$ cat src/rtl/c_constants.sv
// Shared constants for the hot-count monitor family.
//   KIND_*  : violation classification codes (2'b11 reserved, never produced)
//   KIND_W  : width of a kind code
//   clogb() : ceiling log2, used to size population-count results
package c_constants;

    localparam int KIND_W = 2;

    typedef enum logic [KIND_W-1:0] {
        KIND_NONE  = 2'b00,
        KIND_ZERO  = 2'b01,
        KIND_MULTI = 2'b10
    } kind_e;

    // Smallest r with 2**r >= v; clogb(1) = 0.
    function automatic int clogb(input int v);
        int r;
        r = 0;
        while ((1 << r) < v) r++;
        return r;
    endfunction

endpackage

$ cat src/rtl/c_popcount.sv
// Combinational population count as a balanced binary adder tree.
//   data  : input vector, width bits
//   count : number of set bits, clogb(width+1) bits
module c_popcount
    import c_constants::*;
#(
    parameter int width = 8
) (
    input  logic [0:width-1]              data,
    output logic [clogb(width+1)-1:0]     count
);

    localparam int CW = clogb(width + 1);
    localparam int NP = 1 << clogb(width);   // leaves, padded to a power of two

    // Heap-ordered tree: node i has children 2i+1 / 2i+2, leaves start at NP-1.
    logic [CW-1:0] node [2*NP-1];

    for (genvar j = 0; j < NP; j++) begin : g_leaf
        if (j < width) begin : g_bit
            assign node[NP-1+j] = CW'(data[j]);
        end else begin : g_pad
            assign node[NP-1+j] = '0;
        end
    end

    for (genvar i = 0; i < NP - 1; i++) begin : g_add
        assign node[i] = node[2*i+1] + node[2*i+2];
    end

    assign count = node[0];

endmodule

$ cat src/rtl/c_hot_count_mon.sv
// Run-time hot-count checker for grant / select / state vectors.
// Classifies each qualified vector by popcount, pulses err on a violation and
// keeps sticky, saturating-count and first-error status until clear.
//   clk, reset_n      : clock, synchronous active-low reset
//   valid, data       : qualified monitored vector
//   clear             : wipe sticky / count / capture (next edge)
//   err, err_kind     : one-cycle violation pulse and its kind
//   hot_count         : popcount of last qualified vector
//   err_sticky        : any violation since reset/clear
//   err_count         : saturating violation count
//   first_kind/_data  : capture of the first violation since reset/clear
module c_hot_count_mon
    import c_constants::*;
#(
    parameter int width       = 8,
    parameter int max_hot     = 1,
    parameter int allow_zero  = 1,
    parameter int count_width = 8,
    parameter int pipelined   = 1
) (
    input  logic                        clk,
    input  logic                        reset_n,
    input  logic                        valid,
    input  logic [0:width-1]            data,
    input  logic                        clear,
    output logic                        err,
    output logic [KIND_W-1:0]           err_kind,
    output logic [clogb(width+1)-1:0]   hot_count,
    output logic                        err_sticky,
    output logic [count_width-1:0]      err_count,
    output logic [KIND_W-1:0]           first_kind,
    output logic [0:width-1]            first_data
);

    localparam int HW = clogb(width + 1);
    localparam logic [count_width-1:0] CNT_MAX = '1;

    // Optional input register stage.
    logic             s1_vld;
    logic [0:width-1] s1_data;

    if (pipelined != 0) begin : g_pipe
        logic             vld_q;
        logic [0:width-1] data_q;
        always_ff @(posedge clk) begin
            if (!reset_n) begin
                vld_q  <= 1'b0;
                data_q <= '0;
            end else begin
                vld_q  <= valid;
                data_q <= data;
            end
        end
        assign s1_vld  = vld_q;
        assign s1_data = data_q;
    end else begin : g_direct
        assign s1_vld  = valid;
        assign s1_data = data;
    end

    logic [HW-1:0] n;

    c_popcount #(.width(width)) u_popcount (
        .data  (s1_data),
        .count (n)
    );

    kind_e kind_d;
    logic  viol;

    always_comb begin
        kind_d = KIND_NONE;
        if (s1_vld) begin
            if (n > HW'(max_hot))
                kind_d = KIND_MULTI;
            else if (n == '0 && allow_zero == 0)
                kind_d = KIND_ZERO;
        end
    end

    assign viol = (kind_d != KIND_NONE);

    // Status next-state: clear wipes first, then a coincident violation lands
    // on the wiped state (clear-then-set).
    logic                   err_q, sticky_q, sticky_d;
    kind_e                  kind_q, fkind_q, fkind_d, base_fkind;
    logic [HW-1:0]          hot_q;
    logic [count_width-1:0] cnt_q, cnt_d, base_cnt;
    logic [0:width-1]       fdata_q, fdata_d, base_fdata;

    always_comb begin
        base_cnt   = clear ? '0 : cnt_q;
        base_fkind = clear ? KIND_NONE : fkind_q;
        base_fdata = clear ? '0 : fdata_q;
        sticky_d   = clear ? 1'b0 : sticky_q;
        cnt_d      = base_cnt;
        fkind_d    = base_fkind;
        fdata_d    = base_fdata;
        if (viol) begin
            sticky_d = 1'b1;
            if (base_cnt != CNT_MAX)
                cnt_d = base_cnt + 1'b1;
            if (base_fkind == KIND_NONE) begin
                fkind_d = kind_d;
                fdata_d = s1_data;
            end
        end
    end

    always_ff @(posedge clk) begin
        if (!reset_n) begin
            err_q    <= 1'b0;
            kind_q   <= KIND_NONE;
            hot_q    <= '0;
            sticky_q <= 1'b0;
            cnt_q    <= '0;
            fkind_q  <= KIND_NONE;
            fdata_q  <= '0;
        end else begin
            err_q    <= viol;
            kind_q   <= kind_d;
            if (s1_vld)
                hot_q <= n;
            sticky_q <= sticky_d;
            cnt_q    <= cnt_d;
            fkind_q  <= fkind_d;
            fdata_q  <= fdata_d;
        end
    end

    assign err        = err_q;
    assign err_kind   = kind_q;
    assign hot_count  = hot_q;
    assign err_sticky = sticky_q;
    assign err_count  = cnt_q;
    assign first_kind = fkind_q;
    assign first_data = fdata_q;

endmodule

$ cat config.mk
export PLATFORM = sky130hd
export DESIGN_NAME = c_hot_count_mon
export DESIGN_NICKNAME = d
export VERILOG_FILES = /design/src/rtl/c_constants.sv /design/src/rtl/c_popcount.sv /design/src/rtl/c_hot_count_mon.sv
export SDC_FILE = /design/constraint.sdc
export NUM_CORES = 1
export LEC_CHECK = 0
export ABC_AREA = 1
export ABC_CLOCK_PERIOD_IN_PS = 8900
export CORE_MARGIN = 4
export CORE_UTILIZATION = 53
export DETAILED_ROUTE_END_ITERATION = 16
export GPL_TIMING_DRIVEN = 0
export PLACE_DENSITY = 0.84
export RECOVER_POWER = 50
export SLEW_MARGIN = 40
export SYNTH_ARGS = -nofsm -noshare
export SYNTH_HDL_FRONTEND = slang
export SYNTH_SLANG_ARGS = --single-unit
$ cat constraint.sdc
create_clock -name clk -period 8.9 [get_ports clk]
set_clock_uncertainty 0.05 [all_clocks]
set_input_delay 0.89 -clock clk [delete_from_list [all_inputs] [get_ports clk]]
set_output_delay 0.89 -clock clk [all_outputs]
set_load 0.05 [all_outputs]
======== Word level (Yosys, flattened, before mapping) ========
Index checks and enable logic that the tools add are counted.
word-level totals
  register bits ........................... 35
  input bits .............................. 12
  output and inout port bits .............. 26
operators by class
  add/subtract/negate cells ............... 8
  order comparisons ....................... 1
  equality and inequality tests ........... 1
  muxes and demuxes ....................... 13
  reduce and logical (&&, ||, !) cells .... 3
operators by type and width
  operator                                                       number
  two-way mux 8 bit                                              6
  two-way mux 2 bit                                              5
  adder 1 x 1 -> 2 bit                                           4
  adder 8 x 1 -> 8 bit, second input constant                    1
  inequality test 8 bit, second input constant                   1
  adder 2 x 2 -> 3 bit                                           2
  adder 3 x 3 -> 4 bit                                           1
  greater-than comparator 4 x 1 -> 1 bit, second input constant  1
  nonzero test 2 bit                                             2
  zero test 2 bit                                                1
  two-way mux 1 bit                                              2

======== Depth between registers and ports, before layout ========
Gate-level depths: netlist of run 1.
  word-level depth ........................ 8
  gate-level depth with buffers ........... 17
  mapped depth without buffers ............ 17

======== Cells and area by module ========
From an unflattened synthesis of run 1, not the netlist that was laid out.
second synthesis, totals
  cell total of the unflattened synthesis .. 204
  area total of the unflattened synthesis .. 1525.2 sq um
modules (own cells, without submodules)
  module           instances  cells each  area each (sq um)
  c_hot_count_mon  1          177         1317.5
  c_popcount       1          27          207.7

======== Worst setup path before layout of run 1 ========
Ideal clock, no wire load.
  path kind ............................... register to register
  start point ............................. register g_pipe.data_q[7] (netlist bit)
  end point ............................... register fdata_q (netlist bit first_data[0])
  library setup time ...................... 0.113 ns
  data arrival time ....................... 3.172 ns
  path slack .............................. 5.566 ns
  cell stages (with the launch flop) ...... 15
  buffers on the path ..................... 1
  path through ............................ dfxtp_1 > inv_1 > fa_1 > fa_1 > fa_1 > inv_1 > ha_1 > inv_1 > fa_1 > or2_4 > nand3_4 > nand3_4 > buf_6 > nor2_1 > nor2_1
between the ends
  cells in the longest elaborated chain, start to end .. 8
ends and longest elaborated chain
  element                                 RTL line                source
  start: declaration                      c_hot_count_mon.sv:44   logic [0:width-1] data_q;
  start signal: assignment                c_hot_count_mon.sv:51   data_q <= data;
  adder 1 x 1 -> 2 bit                    c_popcount.sv:28        assign node[i] = node[2*i+1] + node[2*i+2];
  adder 2 x 2 -> 3 bit                    c_popcount.sv:28
  adder 3 x 3 -> 4 bit                    c_popcount.sv:28
  greater-than comparator 4 x 1 -> 1 bit  c_hot_count_mon.sv:74   if (n > HW'(max_hot))
  two-way mux 2 bit                       c_hot_count_mon.sv:74
  two-way mux 2 bit                       c_hot_count_mon.sv:73   if (s1_vld) begin
  nonzero test 2 bit                      c_hot_count_mon.sv:81   assign viol = (kind_d != KIND_NONE);
  two-way mux 8 bit                       c_hot_count_mon.sv:99   if (viol) begin
  end signal: assignment                  c_hot_count_mon.sv:127  fdata_q <= fdata_d;
  end: declaration                        c_hot_count_mon.sv:89   logic [0:width-1] fdata_q, fdata_d, base_fdata;
No other way between the ends.
A chain may end at the register's enable or synchronous reset.

======== Worst setup path after layout of run 1 ========
  start point ............................. register g_pipe.data_q[7] (netlist bit)
  end point ............................... register cnt_q[7], in the netlist err_count[7]
between the ends
  cells in the longest elaborated chain, start to end .. 8
ends and longest elaborated chain
  element                                 RTL line                source
  adder 1 x 1 -> 2 bit                    c_popcount.sv:28
  adder 2 x 2 -> 3 bit                    c_popcount.sv:28
  adder 3 x 3 -> 4 bit                    c_popcount.sv:28
  greater-than comparator 4 x 1 -> 1 bit  c_hot_count_mon.sv:74
  two-way mux 2 bit                       c_hot_count_mon.sv:74
  two-way mux 2 bit                       c_hot_count_mon.sv:73
  nonzero test 2 bit                      c_hot_count_mon.sv:81
  two-way mux 8 bit                       c_hot_count_mon.sv:99
  end signal: assignment                  c_hot_count_mon.sv:125  cnt_q <= cnt_d;
  end: declaration                        c_hot_count_mon.sv:88   logic [count_width-1:0] cnt_q, cnt_d, base_cnt;
No other way between the ends.

==> results of run 1 <==
[critical path: cells and delay by family (launching register included)]
kind          cells  cell delay, ns
buf+inv           5            0.43
simple gates      5            0.62
flops             1            0.33
fa+ha+maj         5            2.07
[cell type report]
| type | instances | area [um2] |
|---|---|---|
| repair buffers | 36 | 360 |
| well taps | 44 | 55.1 |
| inverters | 47 | 176 |
| clock buffers | 8 | 48.8 |
| fillers | 250 | 907 |
| multi-input cells | 149 | 763 |
| plain buffers | 7 | 56.3 |
| flip-flops and latches | 33 | 661 |
[cells by family after synthesis]
kind of cell | count (synthesis) | synth area share [%]
adder cells (fa/ha/maj) | 8 | 7.85
AO/OA/AOI/OAI | 17 | 5.13
flip-flops | 33 | 39.8
AND/OR/NAND/NOR | 123 | 32.8
other | 1 | 0.226
buffers and inverters | 54 | 14.1
[per-stage QoR]
| stage | std cells | util [%] | instance area [um2] |
|---|---|---|---|
| floorplan | 236 | - | 1660 |
| global placement | 316 | 68.5 | 2070 |
| detailed placement | 316 | 68.5 | 2070 |
| CTS | 324 | 70.1 | 2120 |
| global route | 324 | 70.0 | 2120 |
| finish | 324 | 70.0 | 2120 |
[power by group]
part | internal, uW | switching [uW]
combinational | 34.9 | 63.5
sequential | 157 | 5.26
clock | 31.4 | 45.7
[flip-flops by register name, summed over array words and instances (netlist names)]
signal	cells
err_count	8
first_data	8
g_pipe.data_q	8
hot_count	4
first_kind	2
err_kind	1
err_sticky	1
g_pipe.vld_q	1
[routing by layer]
layer	vias up	wire, um	share of wire, %	global-route usage [%]
met3	4	182	6.0	5.98
met5	-	0	0	0
met1	650	1330	44	19.1
met2	37	1490	49	27.5
met4	0	42	1.4	6.47
li1	779	-	-	-
[final timing paths]
path	start	end	slack, ns	cells past startpoint
setup / recovery	g_pipe.data_q[7]	err_count[7]	5.36	15
hold / removal	hot_count[3]	hot_count[3]	0.42	2
setup reg to reg	g_pipe.data_q[7]	err_count[7]	5.36	15
hold reg to reg	hot_count[3]	hot_count[3]	0.42	2
[cell usage in the layout (no fill, tap or decap)]
cell             count
dlygate4sd3_1       20
clkbuf_4             5
or2_2                1
nand2_1             68
o21ai_0              4
buf_4                4
buf_6                2
clkinv_1             1
inv_1               44
or2_4                1
clkdlybuf4s50_1     16
nor2_1              29
fa_1                 4
clkbuf_1             4
nand2_2              3
nor3_1               1
ha_1                 4
nand3_4              2
nand2_4              1
nand3_1             12
inv_2                2
conb_1               1
a21oi_1             10
dfxtp_1             33
o21ai_1              3
nand3_2              1
nor2_2               4
==> impl_results.md, run 1 <==
- Final hold violations: 0
- Top cells by area, synth: dfxtp_1 (40%), nand2_1 (15%), inv_1 (10%)
- Total power: 338 uW
- H-tree Lvls: 2
- Cell Chain, Critical Path: inv_1 > fa_1 > fa_1 > fa_1 > inv_1 > ha_1 > inv_1 > fa_1 > or2_4 > nand3_4 > buf_4 > nand3_2 > nand3_1 > nand2_1 > inv_1
- Num CTS Buffers: 5
- Largest net degree at the start of global routing: 11
- RSZ-0062 raised after global routing: no
- Seq/Total Area, Yosys: 39.8%
- CTS Hold Bufs: 0
- Routed WL: approximately 3000 um
- Async S/R FF share, synth: 0%
- Synth area leader: dfxtp_1
- Min Tclk post-route: between 3 and 4 ns
- Final ANT Viol Nets: 0
- Crit path DAT: around 3.8 ns
- Slew HR: roughly two thirds
- Post_cts resized: 0
- Root Buffer: clkbuf_4
- PortBufs: 36
- Grt ovf: 0
- Slew Viols, Final: 0
- TritonCTS clock tree: yes
- Cells after Synth: between 200 and 250
- First drt pass iteration count: 4
- GRT Total Usage: roughly 16%
- EDFF count, synth: 0
- Leakage: around 0.0011 uW
- Via density: roughly 4.5
- Setup ws final: ~5.4 ns
- Post-synthesis register bit count: 33
- Die X: around 64 um
- Final setup fails: 0
- Largest stage delay on the critical path: 0.55 ns
- Count of cell types in the netlist: 24
- Status: completed
- Area grow syn2layout: 27.9%
- Worst EP required: just over 9 ns
- Least-Margin Pin Slew: approximately 0.53 ns
- Cell Area, Synth: 0.00166 mm2
- Most common library cells after synthesis: nand2_1 (68), inv_1 (44), dfxtp_1 (33)
- Hold Worst Slack: 0.418 ns
- Num rows: 20
- Worst skew pair latency: about 0.32 ns
- Place WS: 5.37 ns
- Worst setup SP type: flip-flop
- DRC: 0
- Share of the synthesized area in the top cell type: 39.8%
- Hold crit path type: flip-flop to flip-flop
- Layout cells sized above 1: 9.29%
- Crit. End Element: flip-flop
- Final nets: between 200 and 300
- CP Class: flip-flop to flip-flop
- CTS Buffer Depth: 2
- Maximum vdd drop: ~0.11 mV
- Yosys warnings: 0
- Die area: just over 0.004 mm2
- Hpwl dp: ~2400 um
- Placer Congestion: between 0.8 and 0.9
- Count leader, synth: nand2_1
- Iter 0 DRT Violations: 84
- CP max-delay cell: fa_1
- Setup TNS: 0 ns
- Post-DR wirelength/cell: between 9 and 10 um
- Antenna diode count: 0
- Crit-path max FO: 10
- Vias: approximately 1.5k
- Peak Freq: between 200 and 300 MHz
- Max-Cap Viols: 0
- Pwr dens: 159 mW/mm2
- Clk sink count: 33
- First-pass GRT wire length: approximately 5300 um
- Syn Area/Cell: 7.02 um2
- Ys flop type: dfxtp_1
- Initial antenna violation count: 0
- Core Box Area: slightly above 0.003 mm2
- I/O pins: 38
- Post-CTS setup buffer count: 0
- Reg clk slew, reported paths: approximately 0.090 ns
- Chip height: 63.9 um
- Starting density of the core: approximately 55%
- Vias in the first global route: ~1.3k
- Final period utilization: between 30% and 40%
- Syn Nets: roughly 260
Power figures use the tool's default switching activity.
==> run 2: changes to the inputs <==
--- a/config.mk
+++ b/config.mk
@@ -6,12 +6,12 @@
 export NUM_CORES = 1
 export LEC_CHECK = 0
 export ABC_AREA = 1
-export ABC_CLOCK_PERIOD_IN_PS = 8900
+export ABC_CLOCK_PERIOD_IN_PS = 2900
 export CORE_MARGIN = 4
-export CORE_UTILIZATION = 53
+export CORE_UTILIZATION = 45
 export DETAILED_ROUTE_END_ITERATION = 16
 export GPL_TIMING_DRIVEN = 0
-export PLACE_DENSITY = 0.84
+export PLACE_DENSITY = 0.76
 export RECOVER_POWER = 50
 export SLEW_MARGIN = 40
 export SYNTH_ARGS = -nofsm -noshare
==> constraint.sdc (replaced) <==
create_clock -name clk -period 2.9 [get_ports clk]
set_clock_uncertainty 0.05 [all_clocks]
set_input_delay 0.29 -clock clk [delete_from_list [all_inputs] [get_ports clk]]
set_output_delay 0.29 -clock clk [all_outputs]
set_load 0.05 [all_outputs]
==> run 2 against run 1 <==
  * The run now ends with negative setup slack left
  * Sequential share of layout area decreased by 1.5 points
  * Clock-buffer cell count unchanged
  * First-iteration DRC count grew 38%
  * Highest routed layer unchanged
  * Worst setup slack worse by 5.9 ns
  * Sequential cell count unchanged
  * Sequential power rose to 3.1 times the previous value
==> impl_results.md, run 2 (synthesized netlist as in run 1, its figures left out) <==
- Pwr dens: 519 mW/mm2 (was 159 mW/mm2)
- RSZ-0062 raised after global routing: yes (was no)
- Die X: 68.7 um (was 63.9 um)
- Reg clk slew, reported paths: 0.07 ns (was 0.09 ns)
- Register-to-register setup slack: -0.56 ns (was 5.36 ns)
- Least-Margin Pin Slew: 0.501 ns (was 0.525 ns)
- Antenna diode count: 0 (unchanged)
- Total power: 1160 uW (was 338 uW)
- Hold Crit Depth: 2 (unchanged)
- I/O pins: 38 (unchanged)
- Initial antenna violation count: 0 (unchanged)
- Commonest non-fill, non-tap cell in the layout: nand2_1 (unchanged)
- Die area: 0.00472 mm2 (was 0.00409 mm2)
- Most frequent cells in the layout: nand2_1 (67), inv_1 (42), clkdlybuf4s50_1 (36), dfxtp_1 (31), nor2_1 (29) (was nand2_1 (68), inv_1 (44), dfxtp_1 (33), nor2_1 (29), dlygate4sd3_1 (20))
- CTS Buffer Depth: 2 (unchanged)
- Starting density of the core: 48.2% (was 54.8%)
- Layout cells sized above 1: 15.7% (was 9.29%)
- Final period utilization: 119% (was 39.8%)
- Post-DR wirelength/cell: 10.2 um (was 9.38 um)
- Max-Cap Viols: 0 (unchanged)
- Vias: 1,476 (was 1,470)
- Place WS: -0.593 ns (was 5.37 ns)
- Root Buffer: clkbuf_8 (was clkbuf_4)
- Failing checks: negative setup slack
- Core Box Area: 0.00344 mm2 (was 0.00303 mm2)
- First drt pass iteration count: 4 (unchanged)
- Reg-to-reg endpoint: first_data[4] (was err_count[7])
- Placer Congestion: 0.801 (was 0.897)
- Endpoint, Worst Hold: hot_count[3] (unchanged)
- Final setup fails: 21 (was 0)
- Routed WL: 3390 um (was 3040 um)
- Setup ws final: -0.556 ns (was 5.36 ns)
- Clk sink count: 33 (unchanged)
- Largest net degree at the start of global routing: 11 (unchanged)
- Grt ovf: 0 (unchanged)
- Min Tclk post-route: 3.46 ns (was 3.54 ns)
- Worst skew pair latency: 0.27 ns (was 0.32 ns)
- Crit-path max FO: 7 (was 10)
- Slew HR: 66.5% (was 64.9%)
- Status: finished with violations (was completed)
- Min-delay src: hot_count[3] (unchanged)
- Chip height: 68.7 um (was 63.9 um)
- Final Core Density: 64.9% (was 70.0%)
- Leakage: 0.00108 uW (was 0.00110 uW)
- Via density: 4.43 (was 4.54)
- Vias in the first global route: 1,322 (was 1,309)
- CP Class: flip-flop to flip-flop (unchanged)
- Hold crit path type: flip-flop to flip-flop (unchanged)
- Hpwl dp: 2530 um (was 2440 um)
- R2R depth: 15 (unchanged)
- Slew Viols, Final: 0 (unchanged)
- Iter 0 DRT Violations: 116 (was 84)
- Area grow syn2layout: 34.8% (was 27.9%)
- Final ANT Viol Nets: 0 (unchanged)
- DRC: 0 (unchanged)
- GRT Total Usage: 15.9% (was 16.5%)
- PortBufs: 36 (unchanged)
- Maximum vdd drop: 0.355 mV (was 0.106 mV)
- Crit. End Element: flip-flop (unchanged)
- Num rows: 21 (was 20)
- Critical R2R Launch: g_pipe.data_q[7] (unchanged)
- Num CTS Buffers: 5 (unchanged)
- H-tree Lvls: 2 (unchanged)
- Final hold violations: 0 (unchanged)
- Peak Freq: 289 MHz (was 282 MHz)
- Worst EP required: 3.06 ns (was 9.13 ns)
- First-pass GRT wire length: 5510 um (was 5310 um)
- TritonCTS clock tree: yes (unchanged)
- Crit path DAT: 3.62 ns (was 3.77 ns)
- CTS Hold Bufs: 0 (unchanged)
- Final nets: 306 (was 299)
- Worst setup SP type: flip-flop (unchanged)
run 2: cell types whose count changed in the layout (fill, tap and decap cells not counted), moves of 5 or more:
| cell | previous run | this run |
|---|---|---|
| clkbuf_8 | 0 | 5 |
| clkdlybuf4s50_1 | 16 | 36 |
| clkbuf_4 | 5 | 0 |
| dlygate4sd3_1 | 20 | 0 |
| buf_4 | 4 | 10 |
run 2: layout make-up:
class / instances / area (um2)
Inverter: 47 / 176
Tap cell: 46 / 57.6
Sequential cell: 33 / 663
Clock buffer: 8 / 80.1
Buffer: 7 / 57.6
Fill cell: 310 / 1210
Timing Repair Buffer: 43 / 410
Multi-Input combinational cell: 149 / 790
run 2: per-stage QoR:
step,instances,TNS (ns),cell area [um2],hold slack [ns]
global route,333,-12.76,2230,0.453
finish,333,-9.90,2230,0.422
CTS,329,-10.72,2190,0.416
detailed placement,318,-10.61,2080,0.406
global placement,318,-8.99,2080,0.407
floorplan,236,-6.58,1660,0.338
run 2: what timing repair did:
item | in CTS | in global routing
pin swaps | 3 | 5
setup buffers | 3 | 3
gates resized for setup | 2 | 6
setup endpoints to repair | 21 | 21
gates cloned | 0 | 1
run 2: worst max path at each step:
stage / from / to / slack (ns) / cells after the start
global placement: g_pipe.data_q[7] / err_count[7] / -0.52 / 15
finish: g_pipe.data_q[7] / first_data[4] / -0.56 / 15
floorplan: g_pipe.data_q[7] / first_data[1] / -0.40 / 14
CTS: g_pipe.data_q[7] / first_data[7] / -0.59 / 14
detailed placement: g_pipe.data_q[7] / first_data[7] / -0.59 / 14
global route: g_pipe.data_q[7] / first_data[7] / -0.69 / 15
run 2: layer usage:
layer | vias to the layer above | global-route usage [%] | part of all wire, %
met2 | 37 | 26.1 | 50
met4 | 0 | 5.84 | 1.4
met3 | 4 | 5.35 | 4.4
met1 | 639 | 19.2 | 45
met5 | - | 0 | 0
li1 | 796 | - | -
run 2: where the power goes:
group	internal, uW	switching, uW	total [uW]
clock	170	152	322
sequential	484	18.5	502
combinational	131	205	336
total	785	374	1160
run 2: worst max-delay path, stage by stage, from the launching register on:
cell,delay [ns]
dfxtp_2,0.33
inv_2,0.04
fa_1,0.58
fa_1,0.45
fa_1,0.49
inv_1,0.04
ha_2,0.17
inv_2,0.05
fa_1,0.39
or2_4,0.25
nand3_4,0.11
nand3_4,0.10
buf_2,0.16
nand2_1,0.06
nand2_1,0.05
nor2_1,0.08
==> run 3: changes to the inputs <==
--- a/config.mk
+++ b/config.mk
@@ -13,7 +13,7 @@
 export GPL_TIMING_DRIVEN = 0
 export PLACE_DENSITY = 0.76
 export RECOVER_POWER = 50
-export SLEW_MARGIN = 40
+export SLEW_MARGIN = 20
 export SYNTH_ARGS = -nofsm -noshare
 export SYNTH_HDL_FRONTEND = slang
 export SYNTH_SLANG_ARGS = --single-unit
==> results of run 3 <==
The final DEF is identical to that of run 2; final timing and power are the same.
